===== config.mk =====
export PLATFORM = sky130hd
export DESIGN_NAME = semis_race_cmp_array
export DESIGN_NICKNAME = d
export VERILOG_FILES = /design/src/rtl/semis_race_cmp_array.sv
export SDC_FILE = /design/constraint.sdc
export NUM_CORES = 1
export LEC_CHECK = 0
export CAP_MARGIN = 30
export CORE_ASPECT_RATIO = 1.75
export CORE_MARGIN = 4
export CORE_UTILIZATION = 54
export CTS_CLUSTER_DIAMETER = 150
export DETAILED_ROUTE_END_ITERATION = 7
export GPL_TIMING_DRIVEN = 0
export PLACE_DENSITY = 0.86
export REMOVE_ABC_BUFFERS = 1
export SLEW_MARGIN = 20
export SYNTH_ARGS = -nofsm -noshare
export SYNTH_HDL_FRONTEND = slang
export SYNTH_SLANG_ARGS = --single-unit

===== constraint.sdc =====
create_clock -name clk -period 4.55 [get_ports clk]
set_input_delay 1.1375 -clock clk [delete_from_list [all_inputs] [get_ports clk]]
set_output_delay 1.1375 -clock clk [all_outputs]
set_load 0.05 [all_outputs]

===== src/rtl/semis_race_cmp_array.sv =====
// Multi-channel race comparator. Each channel is armed, waits for a precharge
// phase with both synced inputs low, then reports which input rose first.
// Resolved results are merged onto one valid/ready port by a round-robin arbiter.
// Ports:
//   clk, rst        rising-edge clock, asynchronous active-high reset
//   arm[CHANNELS]   per-channel start request, sampled only while IDLE
//   vip/vin         asynchronous race inputs, synchronised internally
//   busy            channel is not IDLE
//   res_valid/res_ready and res_ch/res_out/res_tie/res_timeout/res_lat
//                   result handshake and payload
module semis_race_cmp_array #(
    parameter int unsigned CHANNELS    = 4,
    parameter int unsigned SYNC_STAGES = 2,
    parameter int unsigned CNT_W       = 8,
    parameter int unsigned TIMEOUT     = 200
) (
    input  logic                        clk,
    input  logic                        rst,
    input  logic [CHANNELS-1:0]         arm,
    input  logic [CHANNELS-1:0]         vip,
    input  logic [CHANNELS-1:0]         vin,
    output logic [CHANNELS-1:0]         busy,
    output logic                        res_valid,
    input  logic                        res_ready,
    output logic [$clog2(CHANNELS)-1:0] res_ch,
    output logic                        res_out,
    output logic                        res_tie,
    output logic                        res_timeout,
    output logic [CNT_W-1:0]            res_lat
);

    localparam int unsigned CH_W = $clog2(CHANNELS);
    localparam logic [CNT_W-1:0] TMO     = CNT_W'(TIMEOUT);
    localparam logic [CNT_W-1:0] CNT_MAX = {CNT_W{1'b1}};

    typedef enum logic [1:0] {IDLE, PRECHG, RACE, DONE} state_t;

    logic [SYNC_STAGES-1:0] vip_pipe [CHANNELS];
    logic [SYNC_STAGES-1:0] vin_pipe [CHANNELS];
    logic [CHANNELS-1:0]    vip_s, vin_s;

    state_t              state     [CHANNELS];
    state_t              state_nxt [CHANNELS];
    logic [CNT_W-1:0]    cnt       [CHANNELS];
    logic [CNT_W-1:0]    cnt_nxt   [CHANNELS];
    logic [CNT_W-1:0]    lat       [CHANNELS];
    logic [CNT_W-1:0]    lat_nxt   [CHANNELS];
    logic [CHANNELS-1:0] r_out, r_tie, r_to;
    logic [CHANNELS-1:0] r_out_nxt, r_tie_nxt, r_to_nxt;

    logic [CHANNELS-1:0] done;
    logic [CHANNELS-1:0] gnt;
    logic [CH_W-1:0]     last_grant;
    logic [CH_W-1:0]     grant_idx;
    logic                grant_vld;
    logic                load;

    // Input synchronisers
    always_ff @(posedge clk or posedge rst) begin
        if (rst) begin
            for (int i = 0; i < int'(CHANNELS); i++) begin
                vip_pipe[i] <= '0;
                vin_pipe[i] <= '0;
            end
        end else begin
            for (int i = 0; i < int'(CHANNELS); i++) begin
                vip_pipe[i] <= {vip_pipe[i][SYNC_STAGES-2:0], vip[i]};
                vin_pipe[i] <= {vin_pipe[i][SYNC_STAGES-2:0], vin[i]};
            end
        end
    end

    always_comb begin
        vip_s = '0;
        vin_s = '0;
        for (int i = 0; i < int'(CHANNELS); i++) begin
            vip_s[i] = vip_pipe[i][SYNC_STAGES-1];
            vin_s[i] = vin_pipe[i][SYNC_STAGES-1];
        end
    end

    // Round-robin pick among DONE channels, starting after the last grant
    always_comb begin
        done      = '0;
        grant_vld = 1'b0;
        grant_idx = '0;
        for (int i = 0; i < int'(CHANNELS); i++) begin
            done[i] = (state[i] == DONE);
        end
        for (int unsigned k = 1; k <= CHANNELS; k++) begin
            int unsigned idx;
            idx = (32'(last_grant) + k) % CHANNELS;
            if (!grant_vld && done[CH_W'(idx)]) begin
                grant_vld = 1'b1;
                grant_idx = CH_W'(idx);
            end
        end
        load = grant_vld && (!res_valid || res_ready);
        gnt  = '0;
        for (int i = 0; i < int'(CHANNELS); i++) begin
            gnt[i] = load && (grant_idx == CH_W'(i));
        end
    end

    // Per-channel next-state and result capture
    always_comb begin
        r_out_nxt = r_out;
        r_tie_nxt = r_tie;
        r_to_nxt  = r_to;
        for (int i = 0; i < int'(CHANNELS); i++) begin
            state_nxt[i] = state[i];
            cnt_nxt[i]   = cnt[i];
            lat_nxt[i]   = lat[i];
            case (state[i])
                IDLE: begin
                    if (arm[i]) begin
                        state_nxt[i] = PRECHG;
                        cnt_nxt[i]   = '0;
                    end
                end
                PRECHG: begin
                    cnt_nxt[i] = (cnt[i] == CNT_MAX) ? cnt[i] : cnt[i] + CNT_W'(1);
                    if (!vip_s[i] && !vin_s[i]) begin
                        state_nxt[i] = RACE;
                    end else if (cnt[i] >= TMO) begin
                        state_nxt[i] = DONE;
                        r_out_nxt[i] = 1'b0;
                        r_tie_nxt[i] = 1'b0;
                        r_to_nxt[i]  = 1'b1;
                        lat_nxt[i]   = TMO;
                    end
                end
                RACE: begin
                    cnt_nxt[i] = (cnt[i] == CNT_MAX) ? cnt[i] : cnt[i] + CNT_W'(1);
                    // An input event in the timeout cycle takes precedence
                    if (vip_s[i] || vin_s[i]) begin
                        state_nxt[i] = DONE;
                        r_out_nxt[i] = vip_s[i] & ~vin_s[i];
                        r_tie_nxt[i] = vip_s[i] & vin_s[i];
                        r_to_nxt[i]  = 1'b0;
                        lat_nxt[i]   = cnt[i];
                    end else if (cnt[i] >= TMO) begin
                        state_nxt[i] = DONE;
                        r_out_nxt[i] = 1'b0;
                        r_tie_nxt[i] = 1'b0;
                        r_to_nxt[i]  = 1'b1;
                        lat_nxt[i]   = TMO;
                    end
                end
                DONE: begin
                    if (gnt[i]) begin
                        state_nxt[i] = IDLE;
                    end
                end
                default: state_nxt[i] = IDLE;
            endcase
        end
    end

    always_ff @(posedge clk or posedge rst) begin
        if (rst) begin
            for (int i = 0; i < int'(CHANNELS); i++) begin
                state[i] <= IDLE;
                cnt[i]   <= '0;
                lat[i]   <= '0;
            end
            r_out <= '0;
            r_tie <= '0;
            r_to  <= '0;
            busy  <= '0;
        end else begin
            for (int i = 0; i < int'(CHANNELS); i++) begin
                state[i] <= state_nxt[i];
                cnt[i]   <= cnt_nxt[i];
                lat[i]   <= lat_nxt[i];
                busy[i]  <= (state_nxt[i] != IDLE);
            end
            r_out <= r_out_nxt;
            r_tie <= r_tie_nxt;
            r_to  <= r_to_nxt;
        end
    end

    // Result register: reloads on handshake for bubble-free back-to-back output
    always_ff @(posedge clk or posedge rst) begin
        if (rst) begin
            res_valid   <= 1'b0;
            res_ch      <= '0;
            res_out     <= 1'b0;
            res_tie     <= 1'b0;
            res_timeout <= 1'b0;
            res_lat     <= '0;
            last_grant  <= CH_W'(CHANNELS - 1);
        end else if (load) begin
            res_valid   <= 1'b1;
            res_ch      <= grant_idx;
            res_out     <= r_out[grant_idx];
            res_tie     <= r_tie[grant_idx];
            res_timeout <= r_to[grant_idx];
            res_lat     <= lat[grant_idx];
            last_grant  <= grant_idx;
        end else if (res_ready) begin
            res_valid   <= 1'b0;
        end
    end

endmodule


# --- Yosys cells after proc, flatten, opt, wreduce, memory -nomap -nowiden ---
# Cells that the tools add are included.
word_totals:
  in_bits: 15
  out_inout_bits: 18
  elab_cells: 288
  regBits: 120
  latch_bits: 0
  mem_count: 0
  mem_bits_rw: 0
  romBits: 0
classes:
  n_shift: 0
  n_eq_ne: 31
  n_div: 0
  n_reduce_logical: 59
  mul: 0
  mux: 127
  add_sub_neg: 8
  bitwise_logic: 13
  magnitude_cmp: 10
ops:
  columns: ["cell", "n"]
  rows:
  - ["$mux W8", 22]
  - ["$pmux W8 S2", 8]
  - ["$mux W1", 49]
  - ["$mux W2", 24]
  - ["$add A8 B1 Y8 const B", 4]
  - ["$eq A8 B8 Y1 const B", 4]
  - ["$ge A8 B8 Y1 const B", 4]
  - ["$pmux W2 S4", 4]
  - ["$reduce_bool A2 Y1", 13]
  - ["$ne A2 B2 Y1 const B", 12]
  - ["$pmux W1 S2", 12]
  - ["$eq A2 B2 Y1 const B", 10]
  - ["$bmux W8 S2", 1]
  - ["$lt A2 B3 Y1 const B", 5]
  - ["$bmux W1 S2", 7]
  - ["$logic_and A1 B1 Y1", 12]
  - ["$logic_not A1 Y1", 12]
  - ["$reduce_and A3 Y1", 4]
  - ["$eq A2 B1 Y1 const B", 5]
  - ["$logic_not A2 Y1", 5]
  - ["$and A1 B1 Y1", 8]
  - ["$reduce_and A2 Y1", 4]
  - ["$reduce_or A2 Y1", 4]
  - ["$logic_or A1 B1 Y1", 5]
  - ["5 further kinds", 10]

# --- Logic depth before layout (Yosys ltp) ---
# Gate-level depths: netlist of the first run.
depth:
  ltp_word: 18
  depth_mapped: 9
  ltp_nobuf: 8

# --- Worst setup path after synthesis of the first run ---
# OpenSTA, ideal clock, no wires.
synth_path:
  path_kind: "in2reg"
  start: "in res_ready"
  end: "reg res_tie"
  slack_ps: 1993
  required_time_ps: 4422
  path_buffers: 1
  arrival_ps: 2430
  setup_ps: 128
  stages: 7
  path_cell_list: "nand2b_1 and2_1 a41oi_4 nor3b_2 buf_6 a222oi_1 nand2_1"
synth_via:
  elab_chain_cells: 2
synth_lines:
  columns: ["item", "line", "rtl"]
  rows:
  - ["start: declaration", "24", "input logic res_ready,"]
  - ["$logic_or A1 B1 Y1", "98", "load = grant_vld && (!res_valid || res_ready);"]
  - ["$logic_and A1 B1 Y1", "98", null]
  - ["end signal: assignment", "198", "res_tie <= r_tie[grant_idx];"]
  - ["end: declaration", "27", "output logic res_tie,"]
# Every way passes these cells.
# A chain may end at the register's enable or synchronous reset.

# --- Worst setup path in the final report of the first run ---
layout_path:
  start: "reg state[2] (netlist bit)"
  end: "reg busy[0]"
layout_via:
  elab_chain_cells: 18
  word_cells_on_any_way: 29
  cone_classes: "1 x eq/ne; 18 x mux; 10 x reduce/logical"
layout_lines:
  columns: ["item", "line", "rtl"]
  rows:
  - ["start: declaration", "42", "state_t state [CHANNELS];"]
  - ["start signal: indexed assignment", "173", "state[i] <= state_nxt[i];"]
  - ["$eq A2 B2 Y1 (*)", "88", "done[i] = (state[i] == DONE);"]
  - ["$bmux W1 S2", "93", "if (!grant_vld && done[CH_W'(idx)]) begin"]
  - ["$mux W1 (implied by the code)", "93", null]
  - ["$mux W1", "93", null]
  - ["$logic_not A1 Y1", "93", null]
  - ["$logic_and A1 B1 Y1", "93", null]
  - ["$mux W1", "93", null]
  - ["$logic_not A1 Y1", "93", null]
  - ["(+2 left out)", null, null]
  - ["$logic_not A1 Y1", "93", null]
  - ["$logic_and A1 B1 Y1", "93", null]
  - ["$mux W2 / $mux W1 (equally long branches)", "93", null]
  - ["$logic_not A2 Y1 / $logic_and A1 B1 Y1 (equally long branches)", "101, 98", null]
  - ["$logic_and A1 B1 Y1 (*)", "101", "gnt[i] = load && (grant_idx == CH_W'(i));"]
  - ["$mux W2 (*)", "151", "if (gnt[i]) begin"]
  - ["$pmux W2 S4 (*)", "114", "case (state[i])"]
  - ["$reduce_bool A2 Y1 (*)", "176", "busy[i] <= (state_nxt[i] != IDLE);"]
  - ["end signal: indexed assignment", "176", null]
  - ["end: declaration", "22", "output logic [CHANNELS-1:0] busy,"]
# Every way passes the cells marked *; elsewhere a longest branch is shown, timed or not. The select of a mux whose other input is x is not followed.

==> results of run 1 <==
==> power groups by stage <==
stage                     combinational (mW)  sequential [mW]  clock (mW)
after floorplan                         1.55             1.76           0
after global placement                  2.18             1.63           0
after detailed placement                2.30             1.64           0
after CTS                               2.35             1.64        1.48
after global routing                    2.60             1.67        1.53
final                                   2.37             1.65        1.46
==> area by class of cell <==
class / instances / area, um2
clock buffer: 18 / 439.2
clock inverter: 14 / 209.0
fill: 809 / 3891
inverter: 29 / 113.9
multi-input combinational: 435 / 2917
sequential: 120 / 3005
tap: 132 / 165.2
timing repair buffer: 35 / 362.8
==> worst reg2reg max path: stages (launching register included) <==
cell and delay, ns:
sky130_fd_sc_hd__dfrtp_1 0.44, sky130_fd_sc_hd__ha_1 0.40, sky130_fd_sc_hd__o211ai_1 0.23, sky130_fd_sc_hd__o2bb2ai_1 0.11
sky130_fd_sc_hd__a211oi_2 0.51, sky130_fd_sc_hd__buf_4 0.30, sky130_fd_sc_hd__nor3b_2 0.66, sky130_fd_sc_hd__inv_1 0.17
sky130_fd_sc_hd__a311o_1 0.35
==> registers in the layout (all words and copies together), names as in the netlist <==
signal,flops
cnt,32
lat,32
res_lat,8
state,8
vin_pipe,8
vip_pipe,8
busy,4
r_out,4
r_tie,4
r_to,4
last_grant,2
res_ch,2
res_out,1
res_tie,1
res_timeout,1
res_valid,1
==> cells by family (layout without fill, tap and decap cells) <==
| kind of cell | count (synthesis) | count (layout) |
|---|---|---|
| buffers and inverters | 50 | 96 |
| AND/OR/NAND/NOR | 188 | 188 |
| adder cells (fa/ha/maj) | 32 | 32 |
| XOR/XNOR | 7 | 7 |
| multiplexers | 15 | 15 |
| flip-flops | 120 | 120 |
| AO/OA/AOI/OAI | 193 | 193 |
==> worst paths after layout <==
| check | endpoint | slack [ns] | depth (start not counted) |
|---|---|---|---|
| worst min-delay path | vin_pipe[1]$_DFF_PP0_ | 0.35 | 0 |
| worst max-delay path | busy[0]$_DFF_PP0_ | 1.26 | 8 |
| max in group asynchronous | vin_pipe[5]$_DFF_PP0_ | 2.69 | 3 |
| min in group asynchronous | cnt[9]$_DFFE_PP0P_ | 1.18 | 2 |
| worst min register to register | vin_pipe[1]$_DFF_PP0_ | 0.35 | 0 |
| worst max register to register | busy[0]$_DFF_PP0_ | 1.26 | 8 |
==> cells in the mapped netlist (all sizes together), types with 7 or more instances <==
| cell | instances | area share, % |
|---|---|---|
| dfrtp | 118 | 48 |
| a21oi | 24 | 2.0 |
| nor2 | 26 | 1.6 |
| nand2b | 11 | 1.1 |
| nor2b | 15 | 1.5 |
| o22a | 11 | 1.6 |
| o31a | 7 | 1.0 |
| nand3 | 16 | 1.3 |
| o31ai | 8 | 0.98 |
| nand2 | 80 | 4.9 |
| o21ai | 63 | 5.1 |
| mux2 | 12 | 2.3 |
| ha | 32 | 6.5 |
| inv | 29 | 1.8 |
| nor3 | 12 | 1.1 |
| clkbuf | 15 | 0.92 |
| a22o | 17 | 2.4 |
| a222oi | 11 | 1.8 |
==> stage by stage <==
stage / TNS (ns) / worst slack [ns]
floorplan: 0 / 0.2300
global route: 0 / 0.9981
global placement: -146.99 / -1.256
finish: 0 / 1.260
CTS: 0 / 1.287
detailed placement: 0 / 1.055
==> layer usage <==
metal	wire, um	global-route usage (%)	up-vias
met3	753	5.417	49
met1	5274	25.35	2460
met4	532	12.18	0
met5	0	0	-
li1	-	-	2280
met2	7949	41.87	190
==> parameters.txt, run 1 <==
Parameter                              Value

Detailed routing
  Final routed DRC violation total    0
  Number of iterations in the first detailed-routing pass    7
  WL/cell    18.53 um
  DRC marker count from the first detailed-route iteration    576
  Via Count    4,979
  Overall routed net length    14,510 um
  Via-to-Cell Ratio    6.359
  Remaining antenna violation count    0

Pwr
  Share of total power in combinational logic    43.3%
  Seq pwr share    30.0%
  Internal power consumption    3.227 mW
  Worst supply voltage drop on vdd    0.0005286 V
  Switching pwr    2.256 mW
  Power density relative to cell area    760.3 mW/mm2
  Sw Ratio    41.14%
  Total design power    5.483 mW
  Clk network pwr share    26.7%
  Static power due to leakage    3.205 nW

Finish
  Commonest cells after routing, fill and taps aside    118 x sky130_fd_sc_hd__dfrtp_1, 80 x sky130_fd_sc_hd__nand2_1, 62 x sky130_fd_sc_hd__o21ai_0, 32 x sky130_fd_sc_hd__ha_1, 32 x sky130_fd_sc_hd__clkdlybuf4s50_1
  Final core utilization    64.95%
  Share of cells above drive strength 1    9.063%
  Layout net count    685
  Finished Cell Area    0.007212 mm2
  Post-route insts no fill    783
  Commonest non-fill, non-tap cell in the layout    sky130_fd_sc_hd__dfrtp_1
  Number of diodes added for antenna fixing    0
  Growth of design area from synthesis to finish    17.66%

Timing
  Final period demand of the worst path    3.290 ns
  Worst-Margin Slew    0.8947 ns
  Highest achievable clock rate    303.9 MHz
  Worst slew slack as a fraction of its limit    39.59%
  Worst Skew    0.006628 ns
  Final Max Slew Viols    0
  Final Cycle Share    72.32%
  RSZ-0062 raised after global routing    false
  Number of setup violations in the final report    0
  Final number of hold-violating endpoints    0
  Worst hold-check slack    0.3488 ns

Clock tree
  Buffers inserted by post-CTS timing repair    0
  TritonCTS Sinks    120
  Longest Clk Path Bufs    2
  H-tree depth    4
  Number of cells upsized or downsized after cts    0
  Total CTS buffers    17
  Root buffer selected by CTS    sky130_fd_sc_hd__clkbuf_16
  Cts hold-fix bufs    0
  Latest clock arrival within the worst-skew pair    0.42 ns
  Clock tree from TritonCTS    built
  Clock input transition at the sequential cells of the worst setup and hold paths    0.06 ns

Worst setup path
  Critical Setup Path Class    reg2reg
  Critical path's slowest cell    sky130_fd_sc_hd__nor3b_2
  Critical Path Start Type    flop
  Required time reported for the critical path endpoint    4.85 ns
  Largest fanout on the critical path    12
  Worst path cell trace    ha_1, o211ai_1, o2bb2ai_1, a211oi_2, buf_4, nor3b_2, inv_1, a311o_1
  Critical Path Start    state[2]$_DFF_PP0_
  Top delay family on crit path    compound AO/OA/AOI/OAI gates
  Setup crit end kind    flop
  Maximum single-stage delay on the critical path    0.66 ns
  Buffers plus inverters on the worst setup path    2
  Data arrival time of the critical path    3.59 ns
  Worst reg2reg path startpoint    state[2]$_DFF_PP0_

Run status
  Run status    completed

Logic synthesis
  Cells after Synth    605
  Flip-flop cell with the highest count after synthesis    sky130_fd_sc_hd__dfrtp_1
  Combinational family with the most area after synthesis    compound AO/OA/AOI/OAI gates
  Flip-flop and latch count after synthesis    120
  Adder-cell share of the synthesized area    6.532%
  FFs w/ async S/R, synth    100.0%
  Xor/xnor cell area share of the yosys netlist    1.000%
  Number of flops mapped to enable cells by yosys    0
  Average cell area after synthesis    10.13 um2
  Simple-Gate Fraction of Synth Area    14.74%
  Netlist area before placement    0.006130 mm2
  Post-synthesis mux area share    2.960%
  Yosys warnings    0
  Number of library cell types mapped by synthesis    63
  Compound-Gate Fraction of Synth Area    22.35%
  Seq/Total Area, Yosys    49.03%

GRT
  First-pass GRT wire length    24,050 um
  Total congestion overflow after global routing    0
  Largest net degree at the start of global routing    66
  Number of antenna violations at the first check in global routing    0
  Via count of the first global-routing pass    5,048
  Overall track demand over capacity in global routing    23.58%

Floorplanning
  Initial core utilization    55.21%
  Number of top-level pins    33
  Width of the die    88.54 um
  Placement Rows    51
  Overall die area    0.01319 mm2
  Core Footprint    0.01110 mm2
  Die Ht    148.9 um

Run
  Count of maximum capacitance violations    0

Hold path
  Min-delay worst type    reg2reg
  Startpoint of the tightest hold check path    vin_pipe[0]$_DFF_PP0_

Place
  GPL Wtd Cong    0.9162
  Cell count after placement    750
  # port buffers    32
  Estimated wirelength of the detail-placed design    10,130 um
  Post-Place Cell Area    0.006556 mm2
(Power assumes the default switching activity.)
==> run 2: changes to the inputs <==
--- a/config.mk
+++ b/config.mk
@@ -8,11 +8,11 @@
 export CAP_MARGIN = 30
 export CORE_ASPECT_RATIO = 1.75
 export CORE_MARGIN = 4
-export CORE_UTILIZATION = 54
+export CORE_UTILIZATION = 60
 export CTS_CLUSTER_DIAMETER = 150
 export DETAILED_ROUTE_END_ITERATION = 7
 export GPL_TIMING_DRIVEN = 0
-export PLACE_DENSITY = 0.86
+export PLACE_DENSITY = 0.9
 export REMOVE_ABC_BUFFERS = 1
 export SLEW_MARGIN = 20
 export SYNTH_ARGS = -nofsm -noshare
==> constraint.sdc (replaced) <==
create_clock -name clk -period 3.3 [get_ports clk]
set_input_delay 0.825 -clock clk [delete_from_list [all_inputs] [get_ports clk]]
set_output_delay 0.825 -clock clk [all_outputs]
set_load 0.05 [all_outputs]
==> run 2 against run 1 <==
Combinational power increased by 38%. Worst setup slack got worse by 1.1 ns. Cell count decreased by 0.89%. Critical path depth decreased by 1. Worst hold slack got worse by 0.0067 ns. Clock power increased by 19%. Highest routed layer unchanged.
==> parameters.txt, run 2 (same netlist as run 1, synthesis figures left out) <==
Parameter                              Value

Run status
  Run status    completed

GRT
  Most Used Layer, Global Route    met2
  First-pass GRT wire length    23,430 um
  Met1 capacity usage during global routing    26.15%
  Met3 Usage GRT    5.636%
  Overall track demand over capacity in global routing    24.43%
  Number of antenna violations at the first check in global routing    0
  Via count of the first global-routing pass    4,989
  GR Util met2    43.13%
  Largest net degree at the start of global routing    86
  Total congestion overflow after global routing    0

Place
  Estimated wirelength of the detail-placed design    9957 um
  # port buffers    32
  GPL Wtd Cong    0.8877

Finish
  Largest registers    cnt: 32 flops, lat: 32 flops
  Commonest cells after routing, fill and taps aside    118 x sky130_fd_sc_hd__dfrtp_1, 80 x sky130_fd_sc_hd__nand2_1, 62 x sky130_fd_sc_hd__o21ai_0, 32 x sky130_fd_sc_hd__ha_1, 32 x sky130_fd_sc_hd__clkdlybuf4s50_1
  Share of cells above drive strength 1    9.063%
  Number of diodes added for antenna fixing    0
  Final core utilization    71.86%
  Growth of design area from synthesis to finish    16.17%
  Commonest non-fill, non-tap cell in the layout    sky130_fd_sc_hd__dfrtp_1
  Layout net count    685

Timing
  Highest achievable clock rate    322.7 MHz
  Final Max Slew Viols    0
  Final period demand of the worst path    3.099 ns
  Worst-Margin Slew    0.8444 ns
  RSZ-0062 raised after global routing    false
  Worst Skew    0.007629 ns
  Number of setup violations in the final report    0
  Worst hold-check slack    0.3421 ns
  Worst slew slack as a fraction of its limit    43.33%
  Final number of hold-violating endpoints    0
  Final Cycle Share    93.91%

Detailed routing
  DRC marker count from the first detailed-route iteration    421
  Final routed DRC violation total    0
  Remaining antenna violation count    0
  Via Count    4,964
  Number of iterations in the first detailed-routing pass    7
  WL/cell    18.24 um
  Overall routed net length    14,150 um
  Via-to-Cell Ratio    6.397

Clock tree
  Cts hold-fix bufs    0
  Total CTS buffers    17
  TritonCTS Sinks    120
  Clock tree from TritonCTS    built
  Clock input transition at the sequential cells of the worst setup and hold paths    0.06 ns
  Latest clock arrival within the worst-skew pair    0.42 ns
  Root buffer selected by CTS    sky130_fd_sc_hd__clkbuf_16
  H-tree depth    4
  Longest Clk Path Bufs    2

Floorplanning
  Placement Rows    48
  Core Footprint    0.009910 mm2
  Die Ht    141.7 um
  Number of top-level pins    33
  Width of the die    84.41 um
  Overall die area    0.01196 mm2
  Initial core utilization    61.86%

Hold path
  Min-delay worst type    reg2reg
  Startpoint of the tightest hold check path    vin_pipe[6]$_DFF_PP0_
  Hold Path End    vin_pipe[7]$_DFF_PP0_
  Cell depth of the worst min-delay path    0

Worst setup path
  Top delay family on crit path    compound AO/OA/AOI/OAI gates
  Data arrival time of the critical path    3.39 ns
  Largest fanout on the critical path    19
  Critical Setup Path Class    reg2reg
  Critical path's slowest cell    sky130_fd_sc_hd__a41oi_4
  Required time reported for the critical path endpoint    3.59 ns
  Reg-to-Reg End    res_timeout$_DFFE_PP0P_
  Maximum single-stage delay on the critical path    0.55 ns
  Critical Path Start Type    flop
  Worst reg2reg path startpoint    state[2]$_DFF_PP0_
  R2R Setup Slk    0.20 ns
  Worst path cell trace    ha_1, mux2_4, or4_4, a41oi_4, nor3b_2, a222oi_1, nand2_1
  Buffers plus inverters on the worst setup path    0
  Depth of the worst register-to-register path    7
  Setup crit end kind    flop

Run
  Count of maximum capacitance violations    0

Pwr
  Power density relative to cell area    1022 mW/mm2
  Worst supply voltage drop on vdd    0.0005905 V
  Static power due to leakage    3.155 nW
-- run 2: repair_timing --
item,in CTS,in global routing
buffers inserted,0,0
resized for setup,0,1
endpoints found under the setup margin,0,1
-- run 2: stage by stage --
| step | cells | power [mW] | cell area, um2 | worst slack (ns) | TNS (ns) |
|---|---|---|---|---|---|
| after floorplan | 584 | 4.563 | 6031 | -0.7075 | -83.49 |
| after global routing | 776 | 7.711 | 7121 | 0.07050 | 0 |
| after CTS | 775 | 7.230 | 7109 | 0.2418 | 0 |
| after global placement | 741 | 5.243 | 6507 | -2.151 | -254.84 |
| after detailed placement | 743 | 5.445 | 6548 | 0.09609 | 0 |
| final | 776 | 7.275 | 7121 | 0.2011 | 0 |
-- run 2: cell type report --
cell class	count	area (um2)
sequential	120	3005
multi-input combinational	435	2923
fill	671	2789
clock buffer	18	439.2
timing repair buffer	35	360.3
tap	125	156.4
clock inverter	14	122.6
inverter	29	113.9
-- run 2: power by group --
part	leakage [nW]	internal, mW	total (mW)	switching [mW]
Clock	0.265	1.05	1.74	0.686
Combinational	1.35	1.25	3.26	2.02
Sequential	1.54	1.89	2.27	0.378
Total	3.16	4.20	7.28	3.08
-- run 2: how the worst max path moves through the flow --
| stage | start | to | slack (ns) | cells past startpoint |
|---|---|---|---|---|
| 3_5_place_dp | res_ready | busy[0]$_DFF_PP0_ | 0.1 | 6 |
| 5_1_grt | state[2]$_DFF_PP0_ | res_lat[6]$_DFFE_PP0P_ | 0.07 | 7 |
| 3_3_place_gp | rst | busy[1]$_DFF_PP0_ | -2.15 | 2 |
| 2_1_floorplan | rst | busy[0]$_DFF_PP0_ | -0.71 | 1 |
| 6_report | state[2]$_DFF_PP0_ | res_timeout$_DFFE_PP0P_ | 0.20 | 7 |
| 4_1_cts | state[2]$_DFF_PP0_ | res_timeout$_DFFE_PP0P_ | 0.24 | 7 |
-- run 2: per-layer routing --
layer  share of wire (%)  vias up
li1                    -     2287
met1                  37     2425
met2                  53      194
met3                 5.0       58
met4                 4.8        0
met5                   0        -
==> run 3: changes to the inputs <==
--- a/config.mk
+++ b/config.mk
@@ -12,9 +12,10 @@
 export CTS_CLUSTER_DIAMETER = 150
 export DETAILED_ROUTE_END_ITERATION = 7
 export GPL_TIMING_DRIVEN = 0
-export PLACE_DENSITY = 0.9
+export PLACE_DENSITY = 0.82
 export REMOVE_ABC_BUFFERS = 1
 export SLEW_MARGIN = 20
 export SYNTH_ARGS = -nofsm -noshare
 export SYNTH_HDL_FRONTEND = slang
 export SYNTH_SLANG_ARGS = --single-unit
+export TNS_END_PERCENT = 50
==> run 3 against run 2 <==
The run now ends with design-rule violations left. Combinational power about the same. Die area unchanged. Largest cell class unchanged. Highest routed layer unchanged. Final area increased by 1.4%. Clock skew about the same. Worst setup slack got worse by 0.040 ns.
==> parameters.txt, run 3 (same netlist as run 1, synthesis figures left out) <==
Parameter                              Value

Run status
  Violations in the final reports    design-rule violations
  Run status    finished with violations

Clock tree
  H-tree depth    4
  Clock input transition at the sequential cells of the worst setup and hold paths    0.06 ns
  Latest clock arrival within the worst-skew pair    0.42 ns
  TritonCTS Sinks    120
  Clock tree from TritonCTS    built
  Total CTS buffers    17
  Root buffer selected by CTS    sky130_fd_sc_hd__clkbuf_16
  Longest Clk Path Bufs    2
  Buffers inserted by post-CTS timing repair    0

Finish
  Post-route insts no fill    775
  Growth of design area from synthesis to finish    17.74%
  Filler cell count in the final layout    703
  Number of diodes added for antenna fixing    0
  Final core utilization    72.83%
  Share of cells above drive strength 1    8.769%
  Layout net count    684
  Largest registers    cnt: 32 flops, lat: 32 flops
  Commonest cells after routing, fill and taps aside    118 x sky130_fd_sc_hd__dfrtp_1, 80 x sky130_fd_sc_hd__nand2_1, 62 x sky130_fd_sc_hd__o21ai_0, 32 x sky130_fd_sc_hd__ha_1, 32 x sky130_fd_sc_hd__clkdlybuf4s50_1
  Commonest non-fill, non-tap cell in the layout    sky130_fd_sc_hd__dfrtp_1

Detailed routing
  Via Count    4,915
  DRC marker count from the first detailed-route iteration    363
  Overall routed net length    14,330 um
  WL/cell    18.49 um
  Remaining antenna violation count    0
  Final routed DRC violation total    4
  Via-to-Cell Ratio    6.342
  Number of iterations in the first detailed-routing pass    8

Pwr
  Share of total power in combinational logic    42.8%
  Power density relative to cell area    1053 mW/mm2
  Switching pwr    3.052 mW
  Worst supply voltage drop on vdd    0.0005522 V
  Clk network pwr share    27.3%
  Internal power consumption    4.550 mW
  Sw Ratio    40.15%
  Static power due to leakage    3.206 nW
  Seq pwr share    29.9%

Place
  # port buffers    32
  Estimated wirelength of the detail-placed design    10,130 um
  Cell count after placement    743
  GPL Wtd Cong    0.8878

Worst setup path
  Worst path cell trace    ha_1, mux2_4, or4_4, a41oi_4, nor3_2, a222oi_1, nand2_1
  Setup crit end kind    flop
  Buffers plus inverters on the worst setup path    0
  Top delay family on crit path    compound AO/OA/AOI/OAI gates
  Maximum single-stage delay on the critical path    0.54 ns
  Data arrival time of the critical path    3.42 ns
  R2R Setup Slk    0.16 ns
  Critical Path Start Type    flop
  Required time reported for the critical path endpoint    3.58 ns
  Critical path's slowest cell    sky130_fd_sc_hd__a41oi_4
  Critical Setup Path Class    reg2reg
  Largest fanout on the critical path    19

Hold path
  Min-delay worst type    reg2reg

GRT
  Number of antenna violations at the first check in global routing    0
  First-pass GRT wire length    24,200 um
  Overall track demand over capacity in global routing    25.40%
  Via count of the first global-routing pass    4,934
  Total congestion overflow after global routing    0
  Largest net degree at the start of global routing    66

Timing
  RSZ-0062 raised after global routing    false
  Worst hold-check slack    0.3466 ns
  Worst Skew    0.007832 ns
  Final Max Slew Viols    0
  Highest achievable clock rate    318.6 MHz
  Setup TNS    0 ns
  Worst slew slack as a fraction of its limit    40.98%
  Final period demand of the worst path    3.139 ns
  Number of setup violations in the final report    0
  Final Cycle Share    95.13%
  Worst-Margin Slew    0.8794 ns
  Final number of hold-violating endpoints    0

Floorplanning
  Number of top-level pins    33
  Initial core utilization    61.86%
  Width of the die    84.41 um
  Core Footprint    0.009910 mm2
  Die Ht    141.7 um
  Placement Rows    48
  Overall die area    0.01196 mm2

Run
  Count of maximum capacitance violations    0
## run 3: changes by cell type in the layout (fill, tap and decap cells not counted), sizes merged
| cell | previous run | this run |
|---|---|---|
| bufinv | 1 | 5 |
| clkbuf | 19 | 21 |
| clkinv | 4 | 3 |
| clkinvlp | 5 | 2 |
| inv | 33 | 30 |
## run 3: final timing paths
path	from	endpoint	cells past startpoint
worst max-delay path	state[2]$_DFF_PP0_	res_tie$_DFFE_PP0P_	7
worst min register to register	vin_pipe[0]$_DFF_PP0_	vin_pipe[1]$_DFF_PP0_	0
min in group asynchronous	rst	cnt[8]$_DFFE_PP0P_	2
worst min-delay path	vin_pipe[0]$_DFF_PP0_	vin_pipe[1]$_DFF_PP0_	0
max in group asynchronous	rst	cnt[18]$_DFFE_PP0P_	3
worst max register to register	state[2]$_DFF_PP0_	res_tie$_DFFE_PP0P_	7
## run 3: power by group through the flow
stage          clock [mW]  combinational [mW]  sequential, mW
2_1_floorplan           0                2.14            2.43
6_report             2.07                3.26            2.27
4_1_cts              2.08                3.23            2.26
3_5_place_dp            0                3.18            2.27
5_1_grt              2.16                3.59            2.32
3_3_place_gp            0                3.02            2.26
## run 3: worst reg2reg max path, cell delays in order (launching register included)
cell	delay, ns
sky130_fd_sc_hd__dfrtp_1	0.45
sky130_fd_sc_hd__ha_1	0.42
sky130_fd_sc_hd__mux2_4	0.34
sky130_fd_sc_hd__or4_4	0.44
sky130_fd_sc_hd__a41oi_4	0.54
sky130_fd_sc_hd__nor3_2	0.29
sky130_fd_sc_hd__a222oi_1	0.40
sky130_fd_sc_hd__nand2_1	0.13
## run 3: cell type report
cell class	count	area (um2)	share of cell area [%]
Tap cell	125	156.4	2.167
Timing Repair Buffer	34	355.3	4.924
Sequential cell	120	3005	41.64
Multi-Input combinational cell	435	2923	40.50
Inverter	29	113.9	1.578
Clock inverter	11	192.7	2.670
Clock buffer	21	470.5	6.519
## run 3: per-layer routing
metal / vias to the layer above / GRT usage, % / routed length [um]
li1: 2275 / - / -
met1: 2438 / 28.74 / 5441
met2: 164 / 45.96 / 7851
met3: 38 / 4.823 / 576
met4: 0 / 11.43 / 463
met5: - / 0 / 0
## run 3: stage by stage
stage	area (um2)	power [mW]	setup slack, ns
floorplan	6031	4.563	-0.7075
global placement	6507	5.283	-2.159
detailed placement	6548	5.451	0.08002
CTS	7211	7.568	0.1713
global route	7217	8.065	0.03058
finish	7217	7.602	0.1608
## run 3: repair_timing
item	in CTS	in global routing
setup endpoints to repair	0	1
gates resized for setup	0	1
hold buffers	0	0
